==> config.mk <==
export PLATFORM = sky130hd
export DESIGN_NAME = ntt_host_seq
export DESIGN_NICKNAME = d
export VERILOG_FILES = /design/src/rtl/ntt_host_seq.sv
export SDC_FILE = /design/constraint.sdc
export NUM_CORES = 1
export LEC_CHECK = 0
export BUFFER_PORTS_ARGS = -buffer_cell sky130_fd_sc_hd__buf_2
export CAP_MARGIN = 20
export CORE_ASPECT_RATIO = 0.7
export CORE_UTILIZATION = 35
export CTS_BUF_LIST = sky130_fd_sc_hd__clkbuf_16
export DETAILED_ROUTE_END_ITERATION = 16
export PLACE_DENSITY_LB_ADDON = 0.3
export SYNTH_ARGS = -nofsm -noshare
export SYNTH_HDL_FRONTEND = slang
export SYNTH_SLANG_ARGS = --single-unit
==> constraint.sdc <==
create_clock -name clk -period 4 [get_ports clk]
set_clock_uncertainty 0.1 [all_clocks]
set_input_delay 0.6 -clock clk [delete_from_list [all_inputs] [get_ports clk]]
set_output_delay 0.6 -clock clk [all_outputs]
set_load 0.02 [all_outputs]
==> src/rtl/ntt_host_seq.sv <==
// Host-side sequencer for the NTT polynomial multiplier: streams f and g into the
// core, pulses start, waits for the product and copies it into the result memory.
module ntt_host_seq #(
    parameter int P       = 761,
    parameter int Q       = 4591,
    parameter int PC      = 768,
    parameter int GAP     = 8,
    parameter int RD_LAT  = 6,
    parameter int TIMEOUT = 1048576,
    localparam int LG2_Q  = $clog2(Q),
    localparam int LG2_PC = $clog2(PC)
) (
    input  logic              clk,
    input  logic              rst,
    input  logic              go,
    output logic              busy,
    output logic              done,
    output logic              err,
    output logic [LG2_PC:0]   src_addr,
    output logic              src_sel,
    input  logic [LG2_Q-1:0]  src_rdata,
    output logic              ntt_start,
    output logic              ntt_input_fg,
    output logic [LG2_PC:0]   ntt_addr,
    output logic [LG2_Q-1:0]  ntt_din,
    input  logic [LG2_Q-1:0]  ntt_dout,
    input  logic              ntt_valid,
    output logic              res_we,
    output logic [LG2_PC:0]   res_addr,
    output logic [LG2_Q-1:0]  res_wdata
);
    localparam int NW = 2 * PC - 1;
    localparam int AW = LG2_PC + 1;
    localparam int SW = $clog2((GAP > RD_LAT ? GAP : RD_LAT) + 1);
    localparam int TW = $clog2(TIMEOUT + 1);
    localparam logic [AW-1:0] LAST = AW'(NW - 1);

    typedef enum logic [3:0] {
        IDLE, LOAD_F, GAP_F, LOAD_G, GAP_G, START, WAIT, SETTLE, READ, DRAIN, FIN
    } state_t;

    state_t                     state;
    logic [SW-1:0]              scnt;
    logic [TW-1:0]              wcnt;
    logic                       ld_vld;
    logic [AW-1:0]              ld_addr;
    logic [RD_LAT-1:0]          vld_pipe;
    logic [RD_LAT-1:0][AW-1:0]  addr_pipe;

    if (P > PC) begin : g_p_check
        $error("P must not exceed PC");
    end

    always_ff @(posedge clk) begin
        if (rst) begin
            state        <= IDLE;
            scnt         <= '0;
            wcnt         <= '0;
            ld_vld       <= 1'b0;
            ld_addr      <= '0;
            vld_pipe     <= '0;
            addr_pipe    <= '0;
            busy         <= 1'b0;
            done         <= 1'b0;
            err          <= 1'b0;
            src_addr     <= '0;
            src_sel      <= 1'b0;
            ntt_start    <= 1'b0;
            ntt_input_fg <= 1'b0;
            ntt_addr     <= '0;
            ntt_din      <= '0;
            res_we       <= 1'b0;
            res_addr     <= '0;
            res_wdata    <= '0;
        end else begin
            done      <= 1'b0;
            ntt_start <= 1'b0;
            ld_vld    <= 1'b0;
            // Load words reach the core two cycles after their source address.
            ntt_addr  <= ld_vld ? ld_addr : '0;
            ntt_din   <= ld_vld ? src_rdata : '0;

            for (int i = RD_LAT - 1; i > 0; i--) begin
                vld_pipe[i]  <= vld_pipe[i-1];
                addr_pipe[i] <= addr_pipe[i-1];
            end
            vld_pipe[0]  <= 1'b0;
            addr_pipe[0] <= '0;
            res_we       <= vld_pipe[RD_LAT-1];
            if (vld_pipe[RD_LAT-1]) begin
                res_addr  <= addr_pipe[RD_LAT-1];
                res_wdata <= ntt_dout;
            end

            case (state)
                IDLE: if (go) begin
                    state        <= LOAD_F;
                    busy         <= 1'b1;
                    err          <= 1'b0;
                    src_addr     <= '0;
                    src_sel      <= 1'b0;
                    ntt_input_fg <= 1'b0;
                end
                LOAD_F, LOAD_G: begin
                    ld_vld  <= 1'b1;
                    ld_addr <= src_addr;
                    if (src_addr == LAST) begin
                        state <= (state == LOAD_F) ? GAP_F : GAP_G;
                        scnt  <= '0;
                    end else begin
                        src_addr <= src_addr + 1'b1;
                    end
                end
                GAP_F: if (scnt == SW'(GAP - 1)) begin
                    state        <= LOAD_G;
                    src_addr     <= '0;
                    src_sel      <= 1'b1;
                    ntt_input_fg <= 1'b1;
                end else begin
                    scnt <= scnt + 1'b1;
                end
                GAP_G: if (scnt == SW'(GAP - 1)) begin
                    state     <= START;
                    ntt_start <= 1'b1;
                end else begin
                    scnt <= scnt + 1'b1;
                end
                // wcnt counts cycles elapsed since the start pulse.
                START: begin
                    state <= WAIT;
                    wcnt  <= TW'(1);
                end
                WAIT: if (ntt_valid) begin
                    state        <= SETTLE;
                    ntt_input_fg <= 1'b0;
                end else if (wcnt >= TW'(TIMEOUT - 1)) begin
                    state        <= FIN;
                    err          <= 1'b1;
                    done         <= 1'b1;
                    ntt_input_fg <= 1'b0;
                end else begin
                    wcnt <= wcnt + 1'b1;
                end
                SETTLE: begin
                    state    <= READ;
                    ntt_addr <= '0;
                end
                READ: begin
                    vld_pipe[0]  <= 1'b1;
                    addr_pipe[0] <= ntt_addr;
                    if (ntt_addr == LAST) begin
                        state <= DRAIN;
                        scnt  <= '0;
                    end else begin
                        ntt_addr <= ntt_addr + 1'b1;
                    end
                end
                DRAIN: if (scnt == SW'(RD_LAT - 1)) begin
                    state <= FIN;
                    done  <= 1'b1;
                end else begin
                    scnt <= scnt + 1'b1;
                end
                FIN: begin
                    state    <= IDLE;
                    busy     <= 1'b0;
                    src_addr <= '0;
                    src_sel  <= 1'b0;
                end
                default: state <= IDLE;
            endcase
        end
    end
endmodule

==> results of run 1 <==
[worst register-to-register path, cell delays in order, from the launching register on]
cell and delay (ns):
dfxtp_1 0.73, nand2_1 0.29, or4_4 0.49, a31o_4 0.28, a211o_1 0.37, or3_1 0.35
a21oi_1 0.18
[cells in the mapped netlist (all sizes together), types with 2 or more instances]
cell,n
a221oi,2
or4,3
nand4,11
nor3,6
and4,4
nand3b,3
xor2,14
buf,9
or3,8
nor2,86
dfxtp,179
or2,4
mux2i,29
nand2,47
and4b,2
nor2b,67
inv,10
o21ai,17
a2111oi,2
ha,7
a211oi,7
and2,24
a21oi,36
nand2b,4
nand3,17
a31oi,8
and3,4
nor3b,2
a22oi,3
nor4,4
xnor2,16
o21a,3
clkbuf,30
o21bai,2
[power by group]
part           leakage (nW)  internal (mW)  total [mW]  switching [mW]
clock network         0.310           1.05        1.76           0.710
registers              1.44           1.82        1.87          0.0567
logic                  1.27          0.130       0.394           0.264
[area by class of cell]
class / count / area share, %
Clock buffer: 17 / 5.46
Multi-Input combinational cell: 454 / 35.2
Tap cell: 236 / 3.79
Inverter: 10 / 0.482
Sequential cell: 179 / 46.0
Antenna cell: 1 / 0.0321
Clock inverter: 15 / 2.60
Timing Repair Buffer: 98 / 6.42
[metal layers]
metal	vias to the layer above	GRT usage [%]	wire [microns]
met5	-	0	0
met4	0	3.85	55
met3	6	5.01	798
met2	103	18.2	4820
met1	2116	21.1	6870
li1	2438	-	-
[worst paths after layout]
path / from / endpoint / slack [ns] / cells past startpoint
worst max-delay path: state[1] / wcnt[13] / 1.12 / 6
worst min register to register: addr_pipe[6] / addr_pipe[17] / 0.33 / 1
worst max register to register: state[1] / wcnt[13] / 1.12 / 6
worst min-delay path: src_rdata[2] / ntt_din[2] / 0.28 / 2
[metrics by stage]
step           worst slack, ns  util (%)  std cells
2_1_floorplan             1.55         -        682
3_3_place_gp              1.25      39.6        977
3_5_place_dp              1.16      39.6        977
4_1_cts                   1.15      43.0       1009
5_1_grt                  0.944      43.0       1009
6_report                  1.12      43.0       1010
[kinds of logic after synthesis]
family	count (synthesis)	share of synthesized area, %
mux	29	4.45
xor+xnor	30	4.03
compound gates	88	8.23
fa+ha+maj	7	1.34
flops	179	54.9
simple gates	300	24.1
buf+inv	49	2.95
[registers in the layout, summed over array words and instances, names as in the netlist]
register and count:
addr_pipe 66, wcnt 21, ntt_din 13, res_wdata 13
ld_addr 11, ntt_addr 11, res_addr 11, src_addr 11
vld_pipe 6, scnt 4, state 4, busy 1
done 1, err 1, ld_vld 1, ntt_input_fg 1
ntt_start 1, res_we 1, src_sel 1
==> results.json, run 1 <==
{
  "p_leak_nw": 3.03,
  "fin_setup_tns_ns": 0,
  "finalSetupViolations": 0,
  "placed_cell_area_sq_um": 7160,
  "yosys.cell_types.count": 51,
  "dp_hpwl_microns": 8320,
  "period_minus_slack_ns": 2.88,
  "dieHeight_microns": 116,
  "drc": 0,
  "io_pins": 96,
  "initial_core_util_pct": 36.0,
  "die_width_microns": 165,
  "worst-path-buf-inv": 0,
  "max_freq_mhz": 347,
  "synth-seq-cells": 179,
  "path_cells": "nand2_1 > or4_4 > a31o_4 > a211o_1 > or3_1 > a21oi_1",
  "hold_path.class": "input port to flop",
  "cts_made_buffers": 17,
  "clk_pin_slew_ns": 0.07,
  "yosysSeqAreaShare_pct": 54.9,
  "final_max_slew_viol_count": 0,
  "antenna_found_initial": 1,
  "tritoncts": "built",
  "tightest_slew_ns": 0.908,
  "ant_nets": 0,
  "synthArstFlopShare_pct": 0,
  "rsz0062_at_grt": "false",
  "rows": 41,
  "drv_cap": 0,
  "postCtsHoldBufs": 0,
  "fin_hold_ws_ns": 0.280,
  "yosysWarnings": 0,
  "clock-sinks": 179,
  "max_stage_delay_ns": 0.73,
  "grt_util_all_layers_pct": 13.9,
  "synth_area_leaders": "dfxtp_1 55%, nor2b_1 6.4%, nor2_1 4.9%",
  "clk_latency_ns": 0.42,
  "routed_wl_microns": 12500,
  "die_area_sq_um": 19200,
  "cts_root_buf": "clkbuf_16",
  "synth-edff-count": 0,
  "grt_overflow": 0,
  "h-tree-depth": 4,
  "vias_per_cell": 4.62,
  "io_buffers": 95,
  "post_cts_buffers": 0,
  "grt_pass1_wl_microns": 21100,
  "syn-instance-count": 682,
  "slowest_stage": "dfxtp_1",
  "cp_max_fo": 21,
  "crit_family": "simple AND/OR/NAND/NOR gates",
  "most-common-layout-cells": "179 x dfxtp_1, 94 x buf_2, 86 x nor2_1",
  "first_pass_iters": 4,
  "nNetsFinal": 797,
  "start_kind": "flop",
  "first_global_vias": 4158,
  "syn_avg_cell_area_sq_um": 9.57,
  "path_class": "flop to flop",
  "core_area_sq_um": 18100,
  "multiInputGateArea_sq_um": 2750,
  "cts-resized-gates": 0,
  "fin_total_pwr_mw": 4.03,
  "fin_area_sq_um": 7790,
  "area_growth_pct": 19.5,
  "drt_iter0_markers": 215,
  "endpoint_kind": "flop",
  "grt_max_degree": 94,
  "critPathArrivalTime_ns": 3.12,
  "vias": 4663,
  "cp.required_ns": 4.23,
  "netlist_area_sq_um": 6520,
  "powerDensity_nw_per_um2": 517,
  "fin_crit_sh_pct": 72.1,
  "final_common_cell": "dfxtp_1",
  "fillers": 1756,
  "synth_flop_cell": "dfxtp_1",
  "relSlewSlack_pct": 39.5,
  "gp_congestion": 0.829,
  "syn-num-nets": 719,
  "peakVddDrop_mv": 0.264,
  "clockBufferDepth": 2,
  "regArea_sq_um": 3580,
  "synth_top_area_cell": "dfxtp_1",
  "finalHoldViolCount": 0,
  "status": "complete, no violations",
  "routedWlPerCell_microns": 12.4,
  "drive_above_1_share_pct": 17.7,
  "synth_top_area_share_pct": 54.9
}
Power figures use the tool's default switching activity.
==> run 2, diff against run 1 <==
==> constraint.sdc (replaced) <==
create_clock -name clk -period 2.6 [get_ports clk]
set_clock_uncertainty 0.1 [all_clocks]
set_input_delay 0.39 -clock clk [delete_from_list [all_inputs] [get_ports clk]]
set_output_delay 0.39 -clock clk [all_outputs]
set_load 0.02 [all_outputs]
==> run 2 against run 1 <==
Compared with the run above: flip-flop and latch count did not move; cell count rose by 2.9%; routed wire length rose by 4.0%; fmax rose by 21%; sequential power rose by 51%; design area rose by 3.0%; critical path type unchanged; combinational power rose by 96%; clock power rose by 54%; setup slack got worse by 0.90 ns; worst hold slack got worse by 0.22 ns; sequential share of layout area fell by 1.3 points.
==> results.json, run 2 (synthesized netlist as in run 1, its figures left out) <==
{
  "final_common_cell": "dfxtp_1",
  "fillers": 1779,
  "max_freq_mhz": 420,
  "io_pins": 96,
  "io_buffers": 95,
  "n_antenna_cell": 0,
  "multiInputGateArea_sq_um": 2760,
  "p_comb_share_pct": 12.3,
  "first_pass_iters": 4,
  "drv_cap": 0,
  "antenna_found_initial": 0,
  "drc": 0,
  "grt_max_degree": 84,
  "p_sw_share_pct": 26.7,
  "endpoint_kind": "flop",
  "period_minus_slack_ns": 2.38,
  "grt_pass1_wl_microns": 21300,
  "vias": 4794,
  "h-tree-depth": 4,
  "cts_root_buf": "clkbuf_16",
  "gp_congestion": 0.868,
  "post_cts_buffers": 0,
  "dp_hpwl_microns": 8790,
  "peakVddDrop_mv": 0.426,
  "die_area_sq_um": 19200,
  "tritoncts": "built",
  "p_leak_nw": 3.18,
  "p_seq_share_pct": 44.8,
  "relSlewSlack_pct": 42.9,
  "fin_crit_sh_pct": 91.7,
  "fin_hold_ws_ns": 0.0582,
  "largest_register_ffs": 66,
  "grt_util_all_layers_pct": 14.2,
  "path_class": "flop to flop",
  "dieHeight_microns": 116,
  "initial_core_util_pct": 36.0,
  "final_max_slew_viol_count": 0,
  "area_growth_pct": 23.1,
  "drive_above_1_share_pct": 21.0,
  "critPathArrivalTime_ns": 2.64,
  "rows": 41,
  "drt_iter0_markers": 269,
  "first_global_vias": 4314,
  "routed_wl_microns": 13100,
  "reg.largest.list": "addr_pipe x66, wcnt x21",
  "status": "complete, no violations",
  "fin_setup_tns_ns": 0,
  "intPower_mw": 4.62,
  "tightest_slew_ns": 0.854,
  "finalHoldViolCount": 0,
  "finalSetupViolations": 0,
  "most-common-layout-cells": "179 x dfxtp_1, 94 x buf_2, 86 x nor2_1",
  "largest_register": "addr_pipe",
  "cts_made_buffers": 17,
  "p_clk_share_pct": 43.0,
  "cp_max_fo": 15,
  "clockBufferDepth": 2,
  "regArea_sq_um": 3580,
  "grt_overflow": 0,
  "start_kind": "flop",
  "routedWlPerCell_microns": 12.6,
  "clock-sinks": 179,
  "core_area_sq_um": 18100,
  "cp.required_ns": 2.86,
  "final_cells": 1039,
  "p_switching_mw": 1.68,
  "nNetsFinal": 827,
  "vias_per_cell": 4.61,
  "clk_pin_slew_ns": 0.07,
  "dp_cells": 1007,
  "die_width_microns": 165,
  "ant_nets": 0,
  "powerDensity_nw_per_um2": 785,
  "rsz0062_at_grt": "false",
  "hold_path.class": "input port to flop",
  "clk_latency_ns": 0.43
}
-- run 2: cell type report --
class | instances | share of cell area (%)
sequential | 179 | 44.6
multi-input combinational | 454 | 34.4
timing repair buffer | 128 | 9.04
clock buffer | 17 | 5.30
tap | 236 | 3.68
clock inverter | 15 | 2.46
inverter | 10 | 0.468
-- run 2: stage by stage --
stage | worst slack [ns] | power, mW | util, % | cell area [sq um]
2_1_floorplan | 0.152 | 3.41 | - | 6520
3_3_place_gp | 0.238 | 3.63 | 40.8 | 7390
3_5_place_dp | 0.198 | 3.64 | 40.8 | 7390
4_1_cts | 0.175 | 6.37 | 44.2 | 8010
5_1_grt | 0.0606 | 6.60 | 44.3 | 8030
6_report | 0.217 | 6.30 | 44.3 | 8030
-- run 2: routing by layer --
metal,track usage [%],routed length (microns),vias up
met4,4.04,108,0
met5,0,0,-
met3,4.72,878,8
li1,-,-,2507
met1,21.4,7170,2158
met2,18.6,4890,121
-- run 2: timing repair --
action | in CTS | in global routing
endpoints found under the setup margin | 0 | 4
resized for setup | 0 | 2
hold buffers | 0 | 0
-- run 2: worst max-delay path, stage by stage, from the launching register on --
cell,delay (ns)
dfxtp_1,0.31
or2_1,0.23
or4_4,0.49
a31o_4,0.29
a211o_1,0.38
or3_1,0.37
a21oi_1,0.15
-- run 2: worst paths after layout --
path / startpoint / end / slack (ns) / cells after the start
max: state[3] / wcnt[15] / 0.22 / 6
min reg2reg: addr_pipe[41] / addr_pipe[52] / 0.33 / 1
max reg2reg: state[3] / wcnt[15] / 0.22 / 6
min: src_rdata[4] / ntt_din[4] / 0.06 / 2
-- run 2: power by group through the flow --
stage / sequential [mW] / combinational, mW / clock [mW]
after floorplan: 2.92 / 0.488 / 0
after global placement: 2.88 / 0.752 / 0
after detailed placement: 2.88 / 0.754 / 0
after CTS: 2.82 / 0.759 / 2.79
after global routing: 2.83 / 0.855 / 2.92
final: 2.82 / 0.772 / 2.71
==> run 3, diff against run 2 <==
--- a/config.mk
+++ b/config.mk
@@ -11,7 +11,9 @@
 export CORE_UTILIZATION = 35
 export CTS_BUF_LIST = sky130_fd_sc_hd__clkbuf_16
 export DETAILED_ROUTE_END_ITERATION = 16
+export MAX_ROUTING_LAYER = met4
 export PLACE_DENSITY_LB_ADDON = 0.3
 export SYNTH_ARGS = -nofsm -noshare
 export SYNTH_HDL_FRONTEND = slang
 export SYNTH_SLANG_ARGS = --single-unit
+export TNS_END_PERCENT = 20
==> run 3 against run 2 <==
Compared with the run above: largest cell class unchanged; critical path depth is the same; flip-flop and latch count is the same; worst hold slack gained 0.0024 ns.
==> results.json, run 3 (synthesized netlist as in run 1, its figures left out) <==
{
  "path_class": "flop to flop",
  "clk_latency_ns": 0.43,
  "regArea_sq_um": 3580,
  "intPower_mw": 4.62,
  "regToRegEndpoint": "wcnt[15]",
  "nNetsFinal": 827,
  "area_growth_pct": 23.1,
  "clk_pin_slew_ns": 0.07,
  "p_switching_mw": 1.68,
  "hold_path.class": "input port to flop",
  "rsz0062_at_grt": "false",
  "p_sw_share_pct": 26.6,
  "grt_overflow": 0,
  "drt_iter0_markers": 269,
  "drv_cap": 0,
  "die_area_sq_um": 19200,
  "largest_register": "addr_pipe",
  "p_comb_share_pct": 12.2,
  "holdPathStages": 2,
  "start_kind": "flop",
  "first_pass_iters": 6,
  "vias_per_cell": 4.63,
  "clockBufferDepth": 2,
  "ant_nets": 0,
  "vias": 4807,
  "h-tree-depth": 4,
  "die_width_microns": 165,
  "cts_root_buf": "clkbuf_16",
  "antenna_found_initial": 0,
  "clock-sinks": 179,
  "routedWlPerCell_microns": 12.6,
  "fin_hold_ws_ns": 0.0606,
  "rows": 41,
  "grt_max_degree": 84,
  "critPathArrivalTime_ns": 2.64,
  "tightest_slew_ns": 0.851,
  "reg2reg_from": "state[3]",
  "core_area_sq_um": 18100,
  "period_minus_slack_ns": 2.38,
  "status": "complete, no violations",
  "cp_max_fo": 15,
  "tritoncts": "built",
  "relSlewSlack_pct": 43.1,
  "r2r_cells": 6,
  "multiInputGateArea_sq_um": 2760,
  "drive_above_1_share_pct": 21.0,
  "largest_register_ffs": 66,
  "max_stage_delay_ns": 0.49,
  "drc": 0,
  "cts_made_buffers": 17,
  "p_seq_share_pct": 44.8,
  "dieHeight_microns": 116,
  "powerDensity_nw_per_um2": 785,
  "io_pins": 96,
  "slowest_stage": "or4_4",
  "finalHoldViolCount": 0,
  "min_to": "ntt_din[4]",
  "finalSetupViolations": 0,
  "most-common-layout-cells": "179 x dfxtp_1, 94 x buf_2, 86 x nor2_1",
  "fillers": 1779,
  "first_global_vias": 4296,
  "cp.required_ns": 2.86,
  "max_freq_mhz": 419,
  "p_leak_nw": 3.18,
  "reg.largest.list": "addr_pipe x66, wcnt x21",
  "gp_congestion": 0.882,
  "final_common_cell": "dfxtp_1",
  "final_max_slew_viol_count": 0,
  "io_buffers": 95,
  "fin_setup_tns_ns": 0,
  "peakVddDrop_mv": 0.426,
  "n_antenna_cell": 0,
  "initial_core_util_pct": 36.0,
  "p_clk_share_pct": 43.0,
  "fin_crit_sh_pct": 91.7,
  "endpoint_kind": "flop",
  "dp_hpwl_microns": 8790,
  "grt_util_all_layers_pct": 14.6,
  "path_cells": "or2_1 > or4_4 > a31o_4 > a211o_1 > or3_1 > a21oi_1",
  "routed_wl_microns": 13000,
  "hp-start": "src_rdata[4]",
  "grt_pass1_wl_microns": 21300,
  "r2r_setup_slack_ns": 0.22
}
==> run 3: cell counts in the layout (fill, tap and decap cells not counted) <==
No cell type changed its count.
==> run 3: critical path, delay by kind of cell (launching register included) <==
| kind | cells | cell delay (ns) |
|---|---|---|
| AOI/OAI and AO/OA | 3 | 0.82 |
| and+or+nand+nor | 3 | 1.09 |
| DFF | 1 | 0.31 |
==> run 3: area by class of cell <==
cell class	instances	area share, %
tap	236	3.68
inverter	10	0.468
clock inverter	15	2.46
clock buffer	17	5.30
multi-input combinational	454	34.4
timing repair buffer	128	9.04
sequential	179	44.6
==> run 3: how the worst max path moves through the flow <==
stage                 from           end  slack [ns]
4_1_cts        ntt_addr[0]       scnt[3]        0.18
3_3_place_gp     ntt_valid      wcnt[17]        0.24
6_report          state[3]      wcnt[15]        0.22
3_5_place_dp   ntt_addr[0]       scnt[3]        0.20
2_1_floorplan  src_addr[0]  src_addr[10]        0.15
5_1_grt        ntt_addr[0]       scnt[3]        0.06
==> run 3: power groups by stage <==
stage / sequential, mW / clock, mW / combinational (mW)
after detailed placement: 2.88 / 0 / 0.754
after global routing: 2.83 / 2.92 / 0.856
after floorplan: 2.92 / 0 / 0.488
after CTS: 2.82 / 2.79 / 0.759
after global placement: 2.88 / 0 / 0.752
final: 2.82 / 2.71 / 0.770
==> run 3: what timing repair did <==
item,4_1_cts,5_1_grt
endpoints found under the hold margin,0,0
setup endpoints to repair,0,4
resized for setup,0,2
hold buffers,0,0
buffers inserted,0,0
==> run 3: metrics by stage <==
| step | std cells | utilization (%) | area (sq um) | total power, mW | setup slack [ns] |
|---|---|---|---|---|---|
| 2_1_floorplan | 682 | - | 6520 | 3.41 | 0.152 |
| 3_3_place_gp | 1007 | 40.8 | 7390 | 3.63 | 0.238 |
| 3_5_place_dp | 1007 | 40.8 | 7390 | 3.64 | 0.198 |
| 4_1_cts | 1039 | 44.2 | 8010 | 6.37 | 0.175 |
| 5_1_grt | 1039 | 44.3 | 8030 | 6.60 | 0.0606 |
| 6_report | 1039 | 44.3 | 8030 | 6.30 | 0.215 |
==> run 3: routing by layer <==
layer | global-route usage, % | wire length [microns]
met1 | 21.8 | 7340
met2 | 18.6 | 4950
met3 | 4.19 | 693
met5 | - | 0
met4 | 4.04 | 61
